### config.mk
export PLATFORM = sky130hd
export DESIGN_NAME = bcd_seg_scanner_flat
export DESIGN_NICKNAME = d
export VERILOG_FILES = /design/src/rtl/bcd_seg_if.sv /design/src/rtl/bcd_seg_scanner.sv /design/src/flat_wrapper.sv
export SDC_FILE = /design/constraint.sdc
export NUM_CORES = 1
export LEC_CHECK = 0
export CAP_MARGIN = 5
export CORE_MARGIN = 3
export CORE_UTILIZATION = 40
export CTS_BUF_LIST = sky130_fd_sc_hd__clkbuf_16
export CTS_CLUSTER_DIAMETER = 200
export DETAILED_ROUTE_END_ITERATION = 6
export GPL_TIMING_DRIVEN = 0
export PLACE_DENSITY = 0.65
export SYNTH_ARGS = -nofsm -noshare
export SYNTH_HDL_FRONTEND = slang
export SYNTH_SLANG_ARGS = --single-unit
### constraint.sdc
create_clock -name clk_i -period 2 [get_ports clk_i]
set_input_delay 0.6 -clock clk_i [delete_from_list [all_inputs] [get_ports clk_i]]
set_output_delay 0.6 -clock clk_i [all_outputs]
set_load 0.01 [all_outputs]
### src/rtl/bcd_seg_if.sv
// bcd_seg_if: bus between the counter chain (master) and the display
// scanner (slave).
//   bcd_in    : packed BCD digits, digit k at [4k+3:4k]
//   load      : capture strobe for bcd_in
//   seg       : 7-segment bus {g,f,e,d,c,b,a}
//   an        : one-hot digit enables
//   scan_tick : one-cycle pulse when the scan advances
interface bcd_seg_if #(
  parameter int DIGITS = 4
);
  logic [4*DIGITS-1:0] bcd_in;
  logic                load;
  logic [6:0]          seg;
  logic [DIGITS-1:0]   an;
  logic                scan_tick;

  modport master (output bcd_in, load, input seg, an, scan_tick);
  modport slave  (input bcd_in, load, output seg, an, scan_tick);
endinterface

### src/rtl/bcd_seg_scanner.sv
// bcd_seg_scanner: shadows a packed BCD vector on load and time-multiplexes
// the digits onto one 7-segment bus with one-hot digit enables.
// Ports:
//   clk_i   : system clock, all state on posedge
//   reset_i : synchronous active-high reset
//   bus     : bcd_seg_if.slave (bcd_in/load in; seg/an/scan_tick out, all registered)
// Parameters: DIGITS (1-8), SCAN_DIV (>=2, cycles per slot), ACTIVE_LOW.
// Optional: define LZ_BLANK_EN to blank leading zero digits (digit 0 never blanked).
module bcd_seg_scanner #(
  parameter int DIGITS     = 4,
  parameter int SCAN_DIV   = 50000,
  parameter int ACTIVE_LOW = 1
) (
  input  logic       clk_i,
  input  logic       reset_i,
  bcd_seg_if.slave   bus
);
  localparam int PW = (SCAN_DIV > 1) ? $clog2(SCAN_DIV) : 1;
  localparam int IW = (DIGITS > 1) ? $clog2(DIGITS) : 1;
  localparam logic [PW-1:0]     PRE_LAST = PW'(SCAN_DIV - 1);
  localparam logic [IW-1:0]     IDX_LAST = IW'(DIGITS - 1);
  // Off level per polarity; XOR with it turns active-high values into pin levels.
  localparam logic [6:0]        SEG_OFF  = {7{(ACTIVE_LOW != 0)}};
  localparam logic [DIGITS-1:0] AN_OFF   = {DIGITS{(ACTIVE_LOW != 0)}};

  logic [DIGITS-1:0][3:0] shadow_q, shadow_d;
  logic [PW-1:0]          presc_q, presc_d;
  logic [IW-1:0]          idx_q, idx_d;
  logic [6:0]             seg_q, seg_d;
  logic [DIGITS-1:0]      an_q, an_d;
  logic                   tick_q, tick_d;
  logic                   term;
  logic [6:0]             seg_raw;
  logic [DIGITS-1:0]      an_raw;

  function automatic logic [6:0] dec7(input logic [3:0] d);
    case (d)
      4'd0:    dec7 = 7'h3F;
      4'd1:    dec7 = 7'h06;
      4'd2:    dec7 = 7'h5B;
      4'd3:    dec7 = 7'h4F;
      4'd4:    dec7 = 7'h66;
      4'd5:    dec7 = 7'h6D;
      4'd6:    dec7 = 7'h7D;
      4'd7:    dec7 = 7'h07;
      4'd8:    dec7 = 7'h7F;
      4'd9:    dec7 = 7'h6F;
      default: dec7 = 7'h40; // non-BCD codes show a dash
    endcase
  endfunction

`ifdef LZ_BLANK_EN
  // blank[k]: digit k and every digit above it are zero.
  logic [DIGITS-1:0] blank;
  assign blank[0] = 1'b0;
  for (genvar k = 1; k < DIGITS; k++) begin : g_lz
    assign blank[k] = ~|shadow_q[DIGITS-1:k];
  end
`endif

  always_comb begin
    term     = (presc_q == PRE_LAST);
    presc_d  = term ? '0 : presc_q + PW'(1);
    idx_d    = idx_q;
    if (term) idx_d = (idx_q == IDX_LAST) ? '0 : idx_q + IW'(1);
    tick_d   = term;
    shadow_d = bus.load ? bus.bcd_in : shadow_q;

    // Outputs come from the pre-edge idx/shadow, giving one cycle of latency.
    seg_raw        = dec7(shadow_q[idx_q]);
    an_raw         = '0;
    an_raw[idx_q]  = 1'b1;
`ifdef LZ_BLANK_EN
    if (blank[idx_q]) begin
      seg_raw = '0;
      an_raw  = '0;
    end
`endif
    seg_d = seg_raw ^ SEG_OFF;
    an_d  = an_raw ^ AN_OFF;
  end

  always_ff @(posedge clk_i) begin
    if (reset_i) begin
      shadow_q <= '0;
      presc_q  <= '0;
      idx_q    <= '0;
      tick_q   <= 1'b0;
      seg_q    <= SEG_OFF;
      an_q     <= AN_OFF;
    end else begin
      shadow_q <= shadow_d;
      presc_q  <= presc_d;
      idx_q    <= idx_d;
      tick_q   <= tick_d;
      seg_q    <= seg_d;
      an_q     <= an_d;
    end
  end

  assign bus.seg       = seg_q;
  assign bus.an        = an_q;
  assign bus.scan_tick = tick_q;
endmodule

### src/flat_wrapper.sv
// flat-port wrapper written by rule: the top's interface ports become plain ports
module bcd_seg_scanner_flat 
#(
  parameter int DIGITS     = 4,
  parameter int SCAN_DIV   = 50000,
  parameter int ACTIVE_LOW = 1
)
  (clk_i, reset_i, bus_bcd_in, bus_load, bus_seg, bus_an, bus_scan_tick);
  bcd_seg_if #(.DIGITS(DIGITS)) bus_i ();
  input  logic clk_i;
  input  logic reset_i;
  input wire logic [$bits(bus_i.bcd_in)-1:0] bus_bcd_in;
  input wire logic [$bits(bus_i.load)-1:0] bus_load;
  output wire logic [$bits(bus_i.seg)-1:0] bus_seg;
  output wire logic [$bits(bus_i.an)-1:0] bus_an;
  output wire logic [$bits(bus_i.scan_tick)-1:0] bus_scan_tick;
  assign bus_i.bcd_in = bus_bcd_in;
  assign bus_i.load = bus_load;
  assign bus_seg = bus_i.seg;
  assign bus_an = bus_i.an;
  assign bus_scan_tick = bus_i.scan_tick;
  bcd_seg_scanner #(.DIGITS(DIGITS), .SCAN_DIV(SCAN_DIV), .ACTIVE_LOW(ACTIVE_LOW)) u_core (.clk_i(clk_i), .reset_i(reset_i), .bus(bus_i));
endmodule
==> results.json <==
{
  "outcome": "complete, no violations",
  "grt_start_max_net_pins": 14,
  "synth_compound_gate_area_share": 0.04722,
  "fp.dieW_um": 76.01,
  "post-synth-top-area-fraction": 0.4697,
  "synth.cells.most_frequent": "sky130_fd_sc_hd__dfxtp_1 (46), sky130_fd_sc_hd__nor2_1 (37), sky130_fd_sc_hd__mux2i_1 (18)",
  "ys_seq_area_frac": 0.4697,
  "nets": 260,
  "end_kind": "flop",
  "drt-wirelength-per-cell_um": 11.78,
  "setup-violations-final": 0,
  "critPathMostFrequentCell": "sky130_fd_sc_hd__buf_6",
  "synth.ff_latch_count": 46,
  "cts.htree.levels": 2,
  "place.gp.congestion": 0.7860,
  "drv_cap": 0,
  "cts-resized-gates": 0,
  "slew_headroom": 0.6963,
  "synth_top_family_by_area": "simple AND/OR/NAND/NOR gates",
  "grt_first_pass_wirelength_um": 6203,
  "routed_wl_um": 3498,
  "synth-edff-count": 0,
  "grt_setup_unrepaired": "no",
  "yosys_warnings": 0,
  "class_of_the_worst_hold_path": "reg2reg",
  "mappedNetlistArea_um2": 1961,
  "cp_data_arrival_time_ns": 2.03,
  "initial_core_util": 0.4324,
  "detail-route-antenna-nets": 0,
  "clkTransAtPathRegs_ns": 0.06,
  "numClockSinks": 46,
  "design.die.area_um2": 5778,
  "postCtsHoldBufs": 0,
  "postSynthAreaPerCell_um2": 10.00,
  "report.final.slew_viol_count": 0,
  "max_slew.worst_pin.slew_ns": 0.4555,
  "worst-path-buf-inv": 2,
  "total_grt_usage": 0.1319,
  "numPortBuffers": 28,
  "synthToLayoutAreaGrowth_pct": 25.46,
  "final_min_period_over_clock_period": 0.9342,
  "synth_top_flop_cell": "sky130_fd_sc_hd__dfxtp_1",
  "clkLatencyLatePin_ns": 0.28,
  "fp.coreArea_um2": 4534,
  "ys_top_cells_by_area": "sky130_fd_sc_hd__dfxtp_1 (47%), sky130_fd_sc_hd__mux2i_1 (9.2%), sky130_fd_sc_hd__nor2_1 (7.1%)",
  "worst-r2r-setup-slack_ns": 0.13,
  "cp.required_ns": 2.16,
  "yosysUniqueCellTypes": 30,
  "synth_top_area_cell": "sky130_fd_sc_hd__dfxtp_1",
  "cts_tree": "built",
  "biggest_cell_delay_along_the_critical_path_ns": 0.53,
  "finClkSkew_ns": 0.002092,
  "dr.first_iter.drc_count": 40,
  "num_antenna_cells": 0,
  "synthArstFlopShare": 0,
  "cts_inserted_buffers": 5,
  "power.density_cell_area_nw_per_um2": 783.3,
  "worstSetupPathType": "reg2reg",
  "overflow": 0,
  "grt_util_met1": 0.1672,
  "placed_wire_length_estimate_um": 2537,
  "finish.utilization": 0.5425,
  "postCtsSetupBuffers": 0,
  "min_period_ns": 1.868,
  "post_synth_mux_area_share": 0.1378,
  "max_freq_mhz": 535.2,
  "first_global_vias": 1337,
  "placement_rows": 24,
  "post_route_cells_drive_above_1_share": 0.07759,
  "globalRouteMet2Util": 0.2119,
  "final.setup.tns_ns": 0,
  "postSynthCellCount": 196,
  "power.ir.vdd_worst_mv": 0.3885,
  "clk_path_buf_depth": 2,
  "clk_root_buffer_cell": "sky130_fd_sc_hd__clkbuf_16",
  "globalRoute.busiestLayer": "met2",
  "vias": 1396,
  "die_h_um": 76.01,
  "path_max_fanout": 9,
  "synthMostInstantiatedCell": "sky130_fd_sc_hd__dfxtp_1",
  "route.detailed.drc": 0,
  "critPathLaunchType": "flop",
  "drt_pre_antenna_iters": 4,
  "vias_per_cell": 4.700,
  "critical-path-top-delay-family": "multiplexers",
  "grt_use_met3": 0.02600,
  "synthesized_area_fraction_occupied_by_adder_cells": 0.06382,
  "power.leakage_nw": 0.9516,
  "ioPinCount": 31,
  "synth_fp_nets": 225,
  "worstPathCellList": "buf_6, mux4_2, buf_6, or2_4, a21oi_4, nand2_1",
  "worst_path_max_delay_cell": "sky130_fd_sc_hd__mux4_2",
  "report.final.hold_viol_count": 0,
  "synth_xor_area_frac": 0.05807,
  "synth_simple_gate_area_frac": 0.1780,
  "antenna_found_initial": 0
}
==> sequential cells by signal, indices dropped and copies added, names as in the netlist <==
name / count
u_core.shadow_q: 16
u_core.bus.seg: 7
u_core.presc_q: 16
u_core.idx_q: 2
u_core.bus.scan_tick: 1
u_core.bus.an: 4
==> final timing paths <==
| check | startpoint | to | depth (start not counted) |
|---|---|---|---|
| min reg2reg | u_core.presc_q[0] | u_core.presc_q[0] | 1 |
| min | u_core.presc_q[0] | u_core.presc_q[0] | 1 |
| max | u_core.idx_q[0] | u_core.bus.seg[1] | 6 |
| max reg2reg | u_core.idx_q[0] | u_core.bus.seg[1] | 6 |
==> layout make-up <==
cell class / instances / area [um^2]
fillers: 440 / 2074
multi-input cells: 131 / 950.9
flip-flops and latches: 46 / 920.9
repair buffers: 28 / 280.3
clock buffers: 5 / 125.1
well taps: 65 / 81.33
plain buffers: 9 / 51.30
inverters: 10 / 37.54
clock inverters: 3 / 12.51
==> worst reg2reg max path: cells and delay by family (launching register included) <==
family,cells,cell delay (ns)
and+or+nand+nor,2,0.33
muxes,1,0.54
DFF,1,0.37
AOI/OAI and AO/OA,1,0.20
buffers and inverters,2,0.32
==> layout by cell type (no fill, tap or decap), types with 2 or more instances in the layout <==
cell type / n
sky130_fd_sc_hd__mux4_2: 4
sky130_fd_sc_hd__buf_2: 2
sky130_fd_sc_hd__o21ai_1: 4
sky130_fd_sc_hd__dfxtp_1: 46
sky130_fd_sc_hd__xor2_1: 2
sky130_fd_sc_hd__nand2b_1: 6
sky130_fd_sc_hd__nor2_1: 37
sky130_fd_sc_hd__clkdlybuf4s50_1: 28
sky130_fd_sc_hd__buf_6: 2
sky130_fd_sc_hd__clkbuf_1: 5
sky130_fd_sc_hd__nor4_1: 3
sky130_fd_sc_hd__inv_1: 11
sky130_fd_sc_hd__nand2_1: 6
sky130_fd_sc_hd__a21oi_1: 3
sky130_fd_sc_hd__ha_1: 10
sky130_fd_sc_hd__clkbuf_16: 5
sky130_fd_sc_hd__nand3_1: 6
sky130_fd_sc_hd__nor3_1: 4
sky130_fd_sc_hd__xnor2_1: 11
sky130_fd_sc_hd__a2bb2o_1: 2
sky130_fd_sc_hd__nor4b_1: 2
sky130_fd_sc_hd__mux2i_1: 18
sky130_fd_sc_hd__nand4_1: 4
==> per-layer routing <==
layer	vias up	routed length [um]
met2	35	1584
li1	728	-
met5	-	0
met3	7	154
met1	626	1682
met4	0	77
==> kinds of logic (layout without fill, tap and decap cells) <==
logic type / count (synthesis) / after routing
adders and majority gates: 10 / 10
xor gates and xnor gates: 13 / 13
buffers and inverters: 19 / 55
DFF: 46 / 46
muxes: 22 / 22
AOI/OAI and AO/OA: 13 / 13
and+or+nand+nor: 73 / 73
==> metrics by stage <==
stage | cells | setup WS [ns] | instance area [um^2] | total power [mW] | hold slack (ns)
final | 297 | 0.1316 | 2460 | 1.927 | 0.4629
after global routing | 297 | 0.02301 | 2460 | 2.007 | 0.5065
after CTS | 297 | 0.1163 | 2460 | 1.949 | 0.4723
after detailed placement | 289 | 0.1299 | 2322 | 1.178 | 0.4584
after global placement | 289 | 0.1458 | 2322 | 1.174 | 0.4450
after floorplan | 196 | 0.2775 | 1961 | 1.096 | 0.4295
==> report_power, final <==
| group | switching [mW] | internal (mW) |
|---|---|---|
| Clock | 0.319 | 0.451 |
| Sequential | 0.0175 | 0.955 |
| Combinational | 0.0795 | 0.105 |
Note: power is estimated with default switching activity, not from simulation.
